`src/rtl/vq_decompress_top.sv`:
```
`default_nettype none
// +--------------------------------------------------------------------------+
// | Module   : vq_decompress_top                                             |
// | Purpose  : Vector-quantization image decompressor. For every pixel n it  |
// |            reads tag RAM2[n] and looks up codeword RAM1[tag[5:0]]. It    |
// |            then writes that codeword to RAM3[n] in ascending order, and  |
// |            raises a sticky done flag when all pixels are written.        |
// | Ports    : clk            - system clock, rising edge                    |
// |            rst            - asynchronous, active-low reset               |
// |            RAM1_Q/A/D/WE/OE - codebook RAM (read only, D/WE tied 0)      |
// |            RAM2_Q/A/D/WE/OE - tag stream RAM (read only, D/WE tied 0)    |
// |            RAM3_A/D/WE/OE   - output pixel RAM (write only, OE tied 0)   |
// |            done           - completion flag, held until reset            |
// | Options  : CODEBOOK_CACHE_EN - preload the codebook into a register file |
// |            in a LOAD state, then run a 2-stage pipeline with no RAM1     |
// |            traffic. Undefined: 3-stage pipeline reading RAM1 per pixel.  |
// | Revision : 1.0 - initial release                                         |
// +--------------------------------------------------------------------------+
module vq_decompress_top #(
   parameter int NUM_PIXELS = 4096,
   parameter int CB_SIZE    = 64,
   parameter int ADDR_W     = 20,
   parameter int DATA_W     = 24
) (
   input  logic              clk,
   input  logic              rst,
   input  logic [DATA_W-1:0] RAM1_Q,
   output logic [ADDR_W-1:0] RAM1_A,
   output logic [DATA_W-1:0] RAM1_D,
   output logic              RAM1_WE,
   output logic              RAM1_OE,
   input  logic [DATA_W-1:0] RAM2_Q,
   output logic [ADDR_W-1:0] RAM2_A,
   output logic [DATA_W-1:0] RAM2_D,
   output logic              RAM2_WE,
   output logic              RAM2_OE,
   output logic [ADDR_W-1:0] RAM3_A,
   output logic [DATA_W-1:0] RAM3_D,
   output logic              RAM3_WE,
   output logic              RAM3_OE,
   output logic              done
);

   localparam int                c_IDX_W    = $clog2(CB_SIZE);
   localparam logic [ADDR_W-1:0] c_LAST_PIX = ADDR_W'(NUM_PIXELS - 1);

   localparam logic [2:0] c_ST_IDLE  = 3'd0;
   localparam logic [2:0] c_ST_RUN   = 3'd2;
   localparam logic [2:0] c_ST_DRAIN = 3'd3;
   localparam logic [2:0] c_ST_DONE  = 3'd4;
`ifdef CODEBOOK_CACHE_EN
   localparam logic [2:0] c_ST_LOAD  = 3'd1;
   localparam int                 c_CNT_W   = $clog2(CB_SIZE + 1);
   localparam logic [c_CNT_W-1:0] c_LD_LAST = c_CNT_W'(CB_SIZE);
`endif

   logic [2:0]         r_state;
   logic [2:0]         w_state_nxt;
   logic               w_issue_nxt;
   logic [ADDR_W-1:0]  w_pix_nxt;
   logic               w_done_nxt;
   logic               w_pipe_busy;

   // S0 issue registers: RAM2_A doubles as the pixel counter n.
   logic               r_ram2_oe;
   logic [ADDR_W-1:0]  r_ram2_a;
   // S1 valid and the delayed pixel address travelling with it.
   logic               r_v1;
   logic [ADDR_W-1:0]  r_n1;
   logic               r_done;

   logic [c_IDX_W-1:0] w_tag;
   // Tag bits above the codebook index carry no meaning.
   logic               w_unused_tag_hi;

   assign w_tag           = RAM2_Q[c_IDX_W-1:0];
   assign w_unused_tag_hi = &{1'b0, RAM2_Q[DATA_W-1:c_IDX_W]};

`ifdef CODEBOOK_CACHE_EN
   logic [c_CNT_W-1:0] r_ld_cnt;
   logic [c_CNT_W-1:0] w_ld_cnt_nxt;
   logic               w_ld_rd_nxt;
   logic               r_ram1_oe;
   logic [ADDR_W-1:0]  r_ram1_a;
   logic               r_ld_v;
   logic [c_IDX_W-1:0] r_ld_k;
   logic [DATA_W-1:0]  r_cb_mem [CB_SIZE];
`else
   logic               r_v2;
   logic [ADDR_W-1:0]  r_n2;
`endif

   // ---------------- FSM: state register ----------------
   always_ff @(posedge clk or negedge rst) begin
      if (!rst) begin
         r_state <= c_ST_IDLE;
      end else begin
         r_state <= w_state_nxt;
      end
   end

   // ---------------- FSM: next-state logic ----------------
   always_comb begin
      w_state_nxt = r_state;
      case (r_state)
`ifdef CODEBOOK_CACHE_EN
         c_ST_IDLE:  w_state_nxt = c_ST_LOAD;
         // One extra LOAD cycle lets the last codebook word land in the file.
         c_ST_LOAD:  if (r_ld_cnt == c_LD_LAST) w_state_nxt = c_ST_RUN;
`else
         c_ST_IDLE:  w_state_nxt = c_ST_RUN;
`endif
         c_ST_RUN:   if (r_ram2_a == c_LAST_PIX) w_state_nxt = c_ST_DRAIN;
         c_ST_DRAIN: if (!w_pipe_busy) w_state_nxt = c_ST_DONE;
         c_ST_DONE:  w_state_nxt = c_ST_DONE;
         default:    w_state_nxt = c_ST_IDLE;
      endcase
   end

   // ---------------- FSM: output logic ----------------
   // Computes next values of the registered outputs from the next state so
   // that the first S0 issue coincides with RUN entry.
   always_comb begin
      w_issue_nxt = (w_state_nxt == c_ST_RUN);
      w_pix_nxt   = '0;
      if (w_issue_nxt && (r_state == c_ST_RUN)) begin
         w_pix_nxt = r_ram2_a + ADDR_W'(1);
      end
      w_done_nxt  = (w_state_nxt == c_ST_DONE);
`ifdef CODEBOOK_CACHE_EN
      w_ld_cnt_nxt = (r_state == c_ST_LOAD) ? r_ld_cnt + c_CNT_W'(1) : '0;
      w_ld_rd_nxt  = (w_state_nxt == c_ST_LOAD) && (w_ld_cnt_nxt != c_LD_LAST);
`endif
   end

   // ---------------- pipeline registers ----------------
   always_ff @(posedge clk or negedge rst) begin
      if (!rst) begin
         r_ram2_oe <= 1'b0;
         r_ram2_a  <= '0;
         r_v1      <= 1'b0;
         r_n1      <= '0;
         r_done    <= 1'b0;
`ifdef CODEBOOK_CACHE_EN
         r_ld_cnt  <= '0;
         r_ram1_oe <= 1'b0;
         r_ram1_a  <= '0;
         r_ld_v    <= 1'b0;
         r_ld_k    <= '0;
`else
         r_v2      <= 1'b0;
         r_n2      <= '0;
`endif
      end else begin
         r_ram2_oe <= w_issue_nxt;
         r_ram2_a  <= w_pix_nxt;
         r_v1      <= r_ram2_oe;
         r_n1      <= r_ram2_a;
         r_done    <= w_done_nxt;
`ifdef CODEBOOK_CACHE_EN
         r_ld_cnt  <= w_ld_cnt_nxt;
         r_ram1_oe <= w_ld_rd_nxt;
         r_ram1_a  <= w_ld_rd_nxt ? ADDR_W'(w_ld_cnt_nxt) : '0;
         r_ld_v    <= r_ram1_oe;
         r_ld_k    <= r_ram1_a[c_IDX_W-1:0];
`else
         r_v2      <= r_v1;
         r_n2      <= r_n1;
`endif
      end
   end

`ifdef CODEBOOK_CACHE_EN
   // Codebook file needs no reset: every entry is reloaded before use.
   always_ff @(posedge clk) begin
      if (r_ld_v) begin
         r_cb_mem[r_ld_k] <= RAM1_Q;
      end
   end

   assign w_pipe_busy = r_v1;
   assign RAM1_A      = r_ram1_a;
   assign RAM1_OE     = r_ram1_oe;
   assign RAM3_A      = r_n1;
   assign RAM3_WE     = r_v1;
   assign RAM3_D      = r_v1 ? r_cb_mem[w_tag] : '0;
`else
   // RAM1_A/RAM3_D come straight from the RAM output registers; gating with
   // the stage valid keeps them at zero outside the pipeline.
   assign w_pipe_busy = r_v1 | r_v2;
   assign RAM1_A      = r_v1 ? ADDR_W'(w_tag) : '0;
   assign RAM1_OE     = r_v1;
   assign RAM3_A      = r_n2;
   assign RAM3_WE     = r_v2;
   assign RAM3_D      = r_v2 ? RAM1_Q : '0;
`endif

   assign RAM2_A  = r_ram2_a;
   assign RAM2_OE = r_ram2_oe;
   assign done    = r_done;

   assign RAM1_D  = '0;
   assign RAM1_WE = 1'b0;
   assign RAM2_D  = '0;
   assign RAM2_WE = 1'b0;
   assign RAM3_OE = 1'b0;

endmodule
`default_nettype wire

```
`config.mk`:
```
export PLATFORM = sky130hd
export DESIGN_NAME = vq_decompress_top
export DESIGN_NICKNAME = d
export VERILOG_FILES = /design/src/rtl/vq_decompress_top.sv
export SDC_FILE = /design/constraint.sdc
export NUM_CORES = 1
export LEC_CHECK = 0
export BUFFER_PORTS_ARGS = -buffer_cell sky130_fd_sc_hd__buf_2
export CAP_MARGIN = 20
export CORE_UTILIZATION = 28
export CTS_BUF_LIST = sky130_fd_sc_hd__clkbuf_8
export DETAILED_ROUTE_END_ITERATION = 10
export GPL_ROUTABILITY_DRIVEN = 0
export PLACE_DENSITY = 0.65
export RECOVER_POWER = 100
export SLEW_MARGIN = 20
export SYNTH_ARGS = -nofsm -noshare
export SYNTH_HDL_FRONTEND = slang
export SYNTH_SLANG_ARGS = --single-unit
```
`constraint.sdc`:
```
create_clock -name clk -period 4.3 [get_ports clk]
set_clock_uncertainty 0.1 [all_clocks]
set_input_delay 0.43 -clock clk [delete_from_list [all_inputs] [get_ports clk]]
set_output_delay 0.43 -clock clk [all_outputs]
set_load 0.02 [all_outputs]
```
==> impl_metrics.tcl <==
set metrics [dict create \
    vias 1989 \
    clock_latency_ns 0.34 \
    clkPwrFrac 0.415 \
    fin_crit_sh 0.515 \
    p_seq_frac 0.495 \
    syn_area_sq_mm 0.00298 \
    die_h_microns 105 \
    numCtsBuffers 9 \
    vias_per_cell 3.89 \
    place_hpwl_microns 4160 \
    crit_family "compound AO/OA/AOI/OAI gates" \
    start_kind "flip-flop" \
    leakagePower_nw 1.64 \
    drt_wl_total_microns 5660 \
    portBuffers 105 \
    cts_setup_buffers 0 \
    slew_viol_final 0 \
    critPathMaxFanout 12 \
    grt_max_degree 68 \
    worstPathBufferInverterCount 0 \
    r2r_start "RAM2_A[0]" \
    placeableCoreArea_sq_mm 0.0103 \
    p_int_w 0.000931 \
    ys_seq_area_frac 0.562 \
    nets 421 \
    crit_type "reg -> reg" \
    fillerInstances 1088 \
    regArea_sq_mm 0.00168 \
    cap_violations 0 \
    reg2reg_setup_slack_ns 2.08 \
    clock.fmax_mhz 451 \
    crit_path_max_incr_delay_ns 0.72 \
    postSynthCellCount 259 \
    grt_usage 0.104 \
    die_w_microns 105 \
    grt_pass1_vias 1777 \
    critPathSlowestCell "o21bai_1" \
    h-tree-depth 3 \
    slew_headroom 0.413 \
    cts_sinks 67 \
    status "finished, final reports clean" \
    syn_avg_cell_area_sq_um 11.5 \
    ant_nets 0 \
    final-setup-viol-count 0 \
    ctsResizeCount 0 \
    hold_buffers 0 \
    arrival_ns 2.30 \
    power_density_mw_per_mm2 363 \
    dr.pass1.iters 4 \
    grt_first_pass_wirelength_microns 8850 \
    power.switching_w 0.000342 \
    wl_per_cell_microns 11.1 \
    ys_ff_latch 67 \
    end_kind "flip-flop" \
    antenna_found_initial 0 \
    layout_common_cells "67 x dfrtp_1, 65 x conb_1, 64 x clkbuf_1" \
    cts_tree "built" \
    gr-total-overflow 0 \
    min_period_ns 2.22 \
    drc 0 \
    drt_iter0_drc 110 \
    setup-tns-final_ns 0 \
    fp.dieArea_sq_mm 0.0111 \
    ys_types 34 \
    rsz0062_at_grt "false" \
    io_pins 189 \
    r2r_end "RAM2_A[4]" \
    antenna_cells 0 \
    synthFlopType "dfrtp_1" \
    cp.required_ns 4.38 \
    total_power_w 0.00127 \
    final_common_cell "dfrtp_1" \
    switching_share 0.269 \
    syn_to_final_growth_pct 17.6 \
    start_util 0.289 \
    synthArstFlopShare 1.00 \
    path_clk_slew_ns 0.08 \
    hp-class "in -> async" \
    peakVddDrop_v 0.000118 \
    path_cells "ha_1 > and2_0 > nand3_1 > o21bai_1 > nor2_1" \
    cts-root-buf "clkbuf_8" \
    yosysWarnings 0 \
    r2r_cells 5 \
    rows 37 \
    clk_path_buf_depth 2 \
    worstMarginPinSlew_ns 0.879 \
    final_layout_size_suffix_gt1_frac 0.160 \
    hold_viol 0 \
    multi_input_area_sq_um 997 \
    synth_edf_count 0 \
    power_frac_comb 0.091 \
]
## routing by layer
metal  wire (microns)  part of all wire  GRT usage  up-vias
li1                 -                 -          -      946
met1             2190              0.39      0.112      905
met2             2660              0.47      0.172      129
met3              697              0.12     0.0451        9
met4              116             0.020     0.0573        0
met5                0                 0          0        -
## sequential cells by signal, indices dropped and copies added (netlist names)
| register | count |
|---|---|
| RAM1_OE | 1 |
| r_n1 | 20 |
| done | 1 |
| RAM2_A | 20 |
| RAM3_WE | 1 |
| r_state | 3 |
| RAM2_OE | 1 |
| RAM3_A | 20 |
## worst register-to-register path, stage by stage, from the launching register on
cell,delay [ns]
dfrtp_1,0.42
ha_1,0.20
and2_0,0.33
nand3_1,0.16
o21bai_1,0.72
nor2_1,0.13
## cells in the mapped netlist (2+ instances only)
cell type   n  area, sq um
a21oi_1     7         35.0
a32o_1      2         20.0
and2_1     31          194
and4_1      3         26.3
buf_4      65          488
clkbuf_1    4         15.0
dfrtp_1    67         1680
mux2i_1     3         30.0
nand2_1     6         22.5
nand3_1     6         30.0
nand4_1     3         18.8
nor2_1     19         71.3
nor3_1      4         20.0
nor4_1      4         25.0
o21ai_0     4         20.0
or3_1       3         18.8
xnor2_1     7         61.3
xor2_1      5         43.8
## how the worst max path moves through the flow
stage | start | endpoint | slack [ns] | depth (start not counted)
after floorplan | RAM2_A[0] | RAM2_A[16] | 2.54 | 5
after global placement | RAM2_A[0] | RAM2_A[16] | 2.45 | 5
after detailed placement | RAM2_A[0] | RAM2_A[16] | 2.38 | 5
after CTS | RAM3_WE | RAM3_D[21] | 2.27 | 2
after global routing | RAM2_A[0] | RAM2_A[5] | 1.81 | 5
final | RAM2_A[0] | RAM2_A[4] | 2.08 | 5
## cell families after synthesis
family | synth area share
AND/OR/NAND/NOR | 0.174
adder cells (fa/ha/maj) | 0.00419
multiplexers | 0.0101
other | 0.00126
XOR/XNOR | 0.0352
AO/OA/AOI/OAI | 0.0394
flip-flops | 0.562
buffers and inverters | 0.174
## area by class of cell
cell class,instances,area share
Clock buffer,9,0.0353
Clock inverter,7,0.0239
Inverter,1,0.00107
Multi-Input combinational cell,185,0.284
Sequential cell,67,0.478
Tap cell,136,0.0485
Timing Repair Buffer,106,0.129
## per-stage QoR
step	worst slack, ns	cells	util	cell area (sq um)	hold WS [ns]
floorplan	2.54	323	-	3220	0.0344
global placement	2.45	495	0.331	3410	0.232
detailed placement	2.38	495	0.331	3410	0.235
CTS	2.27	511	0.351	3620	0.192
global route	1.81	511	0.340	3510	0.227
finish	2.08	511	0.340	3510	0.167
## power groups by stage
stage	Combinational (W)	Sequential, W	Clock (W)
floorplan	0.000125	0.000642	0
CTS	0.000119	0.000630	0.000545
finish	0.000115	0.000630	0.000528
global route	0.000125	0.000629	0.000579
global placement	0.000118	0.000642	0
detailed placement	0.000118	0.000642	0
Power figures use the tool's default switching activity.
